<file path="config.mk">
export PLATFORM = sky130hd
export DESIGN_NAME = masked_sbox_sched
export DESIGN_NICKNAME = d
export VERILOG_FILES = /design/src/rtl/masked_sbox_sched_pkg.sv /design/src/rtl/rr_arbiter_onehot.sv /design/src/rtl/masked_sbox_sched.sv
export SDC_FILE = /design/constraint.sdc
export NUM_CORES = 1
export LEC_CHECK = 0
export CAP_MARGIN = 20
export CORE_ASPECT_RATIO = 1.4
export CORE_MARGIN = 4
export CORE_UTILIZATION = 30
export DETAILED_ROUTE_END_ITERATION = 7
export PLACE_DENSITY = 0.68
export SLEW_MARGIN = 20
export SYNTH_ARGS = -nofsm -noshare
export SYNTH_HDL_FRONTEND = slang
export SYNTH_HIERARCHICAL = 1
export SYNTH_SLANG_ARGS = --single-unit
</file>
<file path="constraint.sdc">
create_clock -name ClkxCI -period 1.7 [get_ports ClkxCI]
set_input_delay 0.34 -clock ClkxCI [delete_from_list [all_inputs] [get_ports ClkxCI]]
set_output_delay 0.34 -clock ClkxCI [all_outputs]
set_load 0.01 [all_outputs]
</file>
<file path="src/rtl/masked_sbox_sched_pkg.sv">
// Shared constants and elaboration helpers for the masked S-box scheduler.
package masked_sbox_sched_pkg;

  localparam int BYTE_W = 8;

  typedef enum logic {
    SBOX_DOM5 = 1'b0,
    SBOX_DOM8 = 1'b1
  } sboxVariant_e;

  // Register stages of the attached S-box between its input edge and output edge.
  function automatic int sboxLat(bit pipelined, bit eightStaged);
    if (!pipelined) return 1;
    return eightStaged ? 7 : 4;
  endfunction

  function automatic int idwFor(int nreq);
    return (nreq > 1) ? $clog2(nreq) : 1;
  endfunction

endpackage

</file>
<file path="src/rtl/rr_arbiter_onehot.sv">
// Round-robin arbiter: one-hot grant searched upward from a rotating pointer.
module rr_arbiter_onehot #(
  parameter int N = 2
) (
  input  logic         ClkxCI,
  input  logic         RstxBI,
  input  logic [N-1:0] ValidxSI,
  input  logic         EnxSI,
  output logic [N-1:0] GrantxSO
);

  localparam int PW = (N > 1) ? $clog2(N) : 1;

  logic [PW-1:0] ptrxDP;
  logic [PW-1:0] gIdx;
  logic          found;

  always_comb begin
    GrantxSO = '0;
    gIdx     = '0;
    found    = 1'b0;
    for (int i = 0; i < N; i++) begin
      int idx;
      idx = int'(ptrxDP) + i;
      if (idx >= N) idx = idx - N;
      if (!found && EnxSI && ValidxSI[idx]) begin
        found         = 1'b1;
        GrantxSO[idx] = 1'b1;
        gIdx          = PW'(idx);
      end
    end
  end

  always_ff @(posedge ClkxCI or negedge RstxBI) begin
    if (!RstxBI) begin
      ptrxDP <= '0;
    end else if (found) begin
      ptrxDP <= (gIdx == PW'(N - 1)) ? '0 : gIdx + PW'(1);
    end
  end

endmodule

</file>
<file path="src/rtl/masked_sbox_sched.sv">
// Shares one pipelined masked S-box among NREQ requesters; a tag pipe parallel
// to the S-box latency routes each still-shared result back to its issuer.
module masked_sbox_sched
  import masked_sbox_sched_pkg::*;
#(
  parameter int SHARES   = 2,
  parameter int NREQ     = 2,
  parameter int SBOX_LAT = sboxLat(1'b1, 1'b0),
  parameter int IDW      = 3
) (
  input  logic                          ClkxCI,
  input  logic                          RstxBI,
  input  logic [NREQ-1:0]               ReqValidxSI,
  output logic [NREQ-1:0]               ReqReadyxSO,
  input  logic [NREQ*BYTE_W*SHARES-1:0] ReqDataxDI,
  input  logic                          RndValidxSI,
  output logic                          RndTakexSO,
  input  logic                          FlushxSI,
  output logic [BYTE_W*SHARES-1:0]      SboxInxDO,
  input  logic [BYTE_W*SHARES-1:0]      SboxOutxDI,
  output logic [NREQ-1:0]               RspValidxSO,
  output logic [BYTE_W*SHARES-1:0]      RspDataxDO,
  output logic                          BusyxSO
);

  localparam int SW = BYTE_W * SHARES;

  logic [NREQ-1:0] grant;
  logic            accept;
  logic            arbEn;
  logic [SW-1:0]   muxIn;
  logic [IDW-1:0]  gId;
  logic [NREQ-1:0] rspOh;

  logic [SBOX_LAT:0] tagVld_p;
  logic [IDW-1:0]    tagId_p [SBOX_LAT+1];

  // Reset gating keeps the combinational grant silent while reset is asserted.
  assign arbEn = RndValidxSI & ~FlushxSI & RstxBI;

  rr_arbiter_onehot #(.N(NREQ)) uArb (
    .ClkxCI   (ClkxCI),
    .RstxBI   (RstxBI),
    .ValidxSI (ReqValidxSI),
    .EnxSI    (arbEn),
    .GrantxSO (grant)
  );

  assign ReqReadyxSO = grant;
  assign accept      = |grant;
  assign RndTakexSO  = accept;

  // Whole-slice AND-OR so shares from different requesters never mix.
  always_comb begin
    muxIn = '0;
    gId   = '0;
    for (int r = 0; r < NREQ; r++) begin
      muxIn = muxIn | ({SW{grant[r]}} & ReqDataxDI[r*SW +: SW]);
      if (grant[r]) gId = IDW'(r);
    end
  end

  // Stage p0: S-box input register and tag entry 0 load together.
  always_ff @(posedge ClkxCI or negedge RstxBI) begin
    if (!RstxBI) begin
      SboxInxDO <= '0;
      tagVld_p  <= '0;
    end else begin
      if (accept) SboxInxDO <= muxIn;
      if (FlushxSI) tagVld_p <= '0;
      else          tagVld_p <= {tagVld_p[SBOX_LAT-1:0], accept};
    end
  end

  always_ff @(posedge ClkxCI) begin
    tagId_p[0] <= gId;
    for (int k = 1; k <= SBOX_LAT; k++) tagId_p[k] <= tagId_p[k-1];
  end

  always_comb begin
    rspOh = '0;
    for (int r = 0; r < NREQ; r++) rspOh[r] = (tagId_p[SBOX_LAT] == IDW'(r));
  end

  // Output stage: capture the S-box result when the matching tag emerges.
  always_ff @(posedge ClkxCI or negedge RstxBI) begin
    if (!RstxBI) begin
      RspValidxSO <= '0;
      RspDataxDO  <= '0;
    end else if (FlushxSI) begin
      RspValidxSO <= '0;
    end else if (tagVld_p[SBOX_LAT]) begin
      RspValidxSO <= rspOh;
      RspDataxDO  <= SboxOutxDI;
    end else begin
      RspValidxSO <= '0;
    end
  end

  assign BusyxSO = (|tagVld_p) | (|RspValidxSO);

endmodule

</file>
==> out/qor.txt <==
Cell total after placement: 281
Yosys warning count: 6
Port bufs: 91
Largest net degree at the start of global routing: 41
Vias: 1348
Util after Layout: 0.517
Worst-path clk slew: 90 ps
DRT iter0 DRCs: 16
CP max FO: 2
Area grow syn2layout: 65.2%
Clk pwr share: 0.305
Yosys cell types: 23
Startpoint Class: flip-flop
Seq/Total Area, Yosys: 0.628
Post-synth top area share: 0.571
Most common cell after layout, fill and taps aside: clkdlybuf4s50_1
Final Hold Fails: 0
DRC Markers: 0
Fin nets: 276
Worst setup margin: 67.0 ps
Pleak: 1.40 nW
Share of cells above drive strength 1: 0.202
Cell family with most CP delay: buffers and inverters
Grt ovf: 0
WP buf/inv: 2
Max-slew violation count: 0
Design Area, Final: 2900 µm²
DP HPWL: 3.11 mm
Later-pin clock latency in the skew report: 290 ps
Comb power frac: 0.222
Die Area: 7150 µm²
Net Sw Frac: 0.243
Worst EP arrival: 1290 ps
Horiz. Die Dim: 72.6 µm
HP Class: in -> async
RSZ-0062 raised after global routing: false
Largest area contributor in the netlist: dfrtp_1
Synth Register Bits: 45
Drt first pass iters: 2
Root Driver: clkbuf_8
Chip height: 98.4 µm
Crit-path max cell delay: 520 ps
Post-Syn Nets: 176
Worst Path Required: 1360 ps
Worst-Margin Slew: 489 ps
IO Count: 92
DP Area: 2760 µm²
Largest cells by area after synthesis: dfrtp_1 (57%), a22o_1 (8.0%), a21o_1 (6.9%)
Outcome: finished, final reports clean
Relative max-transition margin: 0.674
Max-capacitance violation count: 0
Antenna viol nets, final: 0
VDD IR max: 0.000558 V
CTS H-Tree Depth: 2
Vias in the first global route: 1451
Final Power: 2.66 mW
First-pass GRT wire length: 6.69 mm
GPL Wtd Cong: 0.734
Vias/cell: 4.63
Post-Syn Area per Cell: 14.4 µm²
Clock Skew: 11.1 ps
Mapped Area: 1750 µm²
WL final: 4.10 mm
Num Clock Sinks: 45
Most frequent cells in the layout: clkdlybuf4s50_1 (82), dfrtp_1 (40), a22o_1 (16), a21o_1 (16)
TritonCTS clock tree: yes
Initial antenna violation count: 0
FMAX: 612 MHz
ANT cells: 0
Core ar.: 5610 µm²
Internal cell power: 2.01 mW
Clk buf depth: 2
Fillers: 503
Place WS: -582 ps
Total CTS buffers: 5
Non-Filler Instances: 291
Row cnt: 32
Gr usage total: 0.119
Initial core utilization: 0.313
Reg power frac: 0.473
Crit. End Element: output port
Crit path kind: reg -> out
Synthesized instance count: 122
Fin crit share: 0.961
CP max stage cell: clkdlybuf4s50_1
Final setup vio count: 0
Pwr/cell area: 918 nW/µm²
Cell chain of the critical path: buf_4 -> clkdlybuf4s50_1
Min Tclk post-route: 1630 ps
Routed wire per std cell: 14.1 µm
Switch Pwr: 646 µW
power groups by stage:
stage	registers (mW)	logic (mW)	clock network (mW)
after global placement	1.27	0.599	0
after floorplan	1.32	0.133	0
after detailed placement	1.28	0.601	0
after CTS	1.26	0.598	0.840
after global routing	1.28	0.637	0.882
final	1.26	0.590	0.811
worst paths after layout:
kind                                 from                         end  slack (ps)  cells after the start
setup / recovery           RspValidxSO[0]              RspValidxSO[0]          70                      2
hold / removal                     RstxBI  asynchronous set/reset pin         100                      2
setup reg to reg                flip-flop                SboxInxDO[7]         370                      5
hold reg to reg             tagId_p[0][4]               tagId_p[0][7]         340                      0
max in group asynchronous          RstxBI               SboxInxDO[14]        1250                      2
min in group ClkxCI        ReqValidxSI[0]               tagId_p[0][0]         330                      2
state kept, by name (all words and copies together), names as in the netlist, named ones only:
register     cells
SboxInxDO       16
RspDataxDO      16
tagId_p          5
tagVld_p         5
RspValidxSO      2
timing repair:
item	4_1_cts	5_1_grt
hold endpoints to repair	0	0
gates cloned	0	0
pin swaps	3	1
gates resized for setup	16	4
endpoints found under the setup margin	4	3
hold buffers	0	0
buffers inserted	0	2
metal layers:
| metal | up-vias | part of all wire | global-route usage |
|---|---|---|---|
| met1 | 644 | 0.36 | 0.124 |
| li1 | 632 | - | - |
| met5 | - | 0 | 0 |
| met4 | 0 | 0.015 | 0.0426 |
| met3 | 6 | 0.13 | 0.0643 |
| met2 | 66 | 0.49 | 0.201 |
per-stage QoR:
stage / setup TNS (ps) / hold slack, ps
after global routing: 0 / 141
after global placement: -3320 / 314
after floorplan: 0 / 44.4
after CTS: 0 / 116
final: 0 / 99.2
after detailed placement: -4840 / 313
cells by family (layout without fill, tap and decap cells):
logic type | count (synthesis) | count (layout) | share of synthesized area
AO/OA/AOI/OAI | 35 | 35 | 0.159
AND/OR/NAND/NOR | 17 | 17 | 0.0550
flip-flops | 45 | 45 | 0.628
buffers and inverters | 9 | 110 | 0.0378
multiplexers | 16 | 16 | 0.120
Yosys cell counts:
| master | count |
|---|---|
| mux2_2 | 8 |
| and3_1 | 1 |
| nor3_1 | 1 |
| buf_12 | 1 |
| buf_2 | 4 |
| mux2_4 | 8 |
| inv_1 | 2 |
| a21o_1 | 16 |
| dfxtp_1 | 5 |
| buf_6 | 1 |
| nor2_1 | 2 |
| a21oi_2 | 1 |
| a22o_1 | 16 |
| nand2_1 | 4 |
| buf_4 | 1 |
| nor4_1 | 1 |
| nor2_2 | 1 |
| and2_1 | 1 |
| dfrtp_1 | 40 |
| and2b_2 | 1 |
| nor2b_1 | 2 |
| a21oi_1 | 2 |
| and2b_1 | 3 |
worst reg2reg max path: cells and delay by family, from the launching register on:
family,cells,cell delay (ps)
AOI/OAI and AO/OA,3,450
buffers and inverters,2,350
DFF,1,420
layout make-up:
| cell class | count | area (µm²) | area share |
|---|---|---|---|
| Tap cell | 68 | 85.1 | 0.0294 |
| Sequential cell | 45 | 1100 | 0.380 |
| Multi-Input combinational cell | 68 | 612 | 0.211 |
| Clock inverter | 3 | 46.3 | 0.0160 |
| Clock buffer | 5 | 68.8 | 0.0238 |
| Inverter | 2 | 7.51 | 0.00259 |
| Timing Repair Buffer | 100 | 976 | 0.337 |
(Power assumes the default switching activity.)
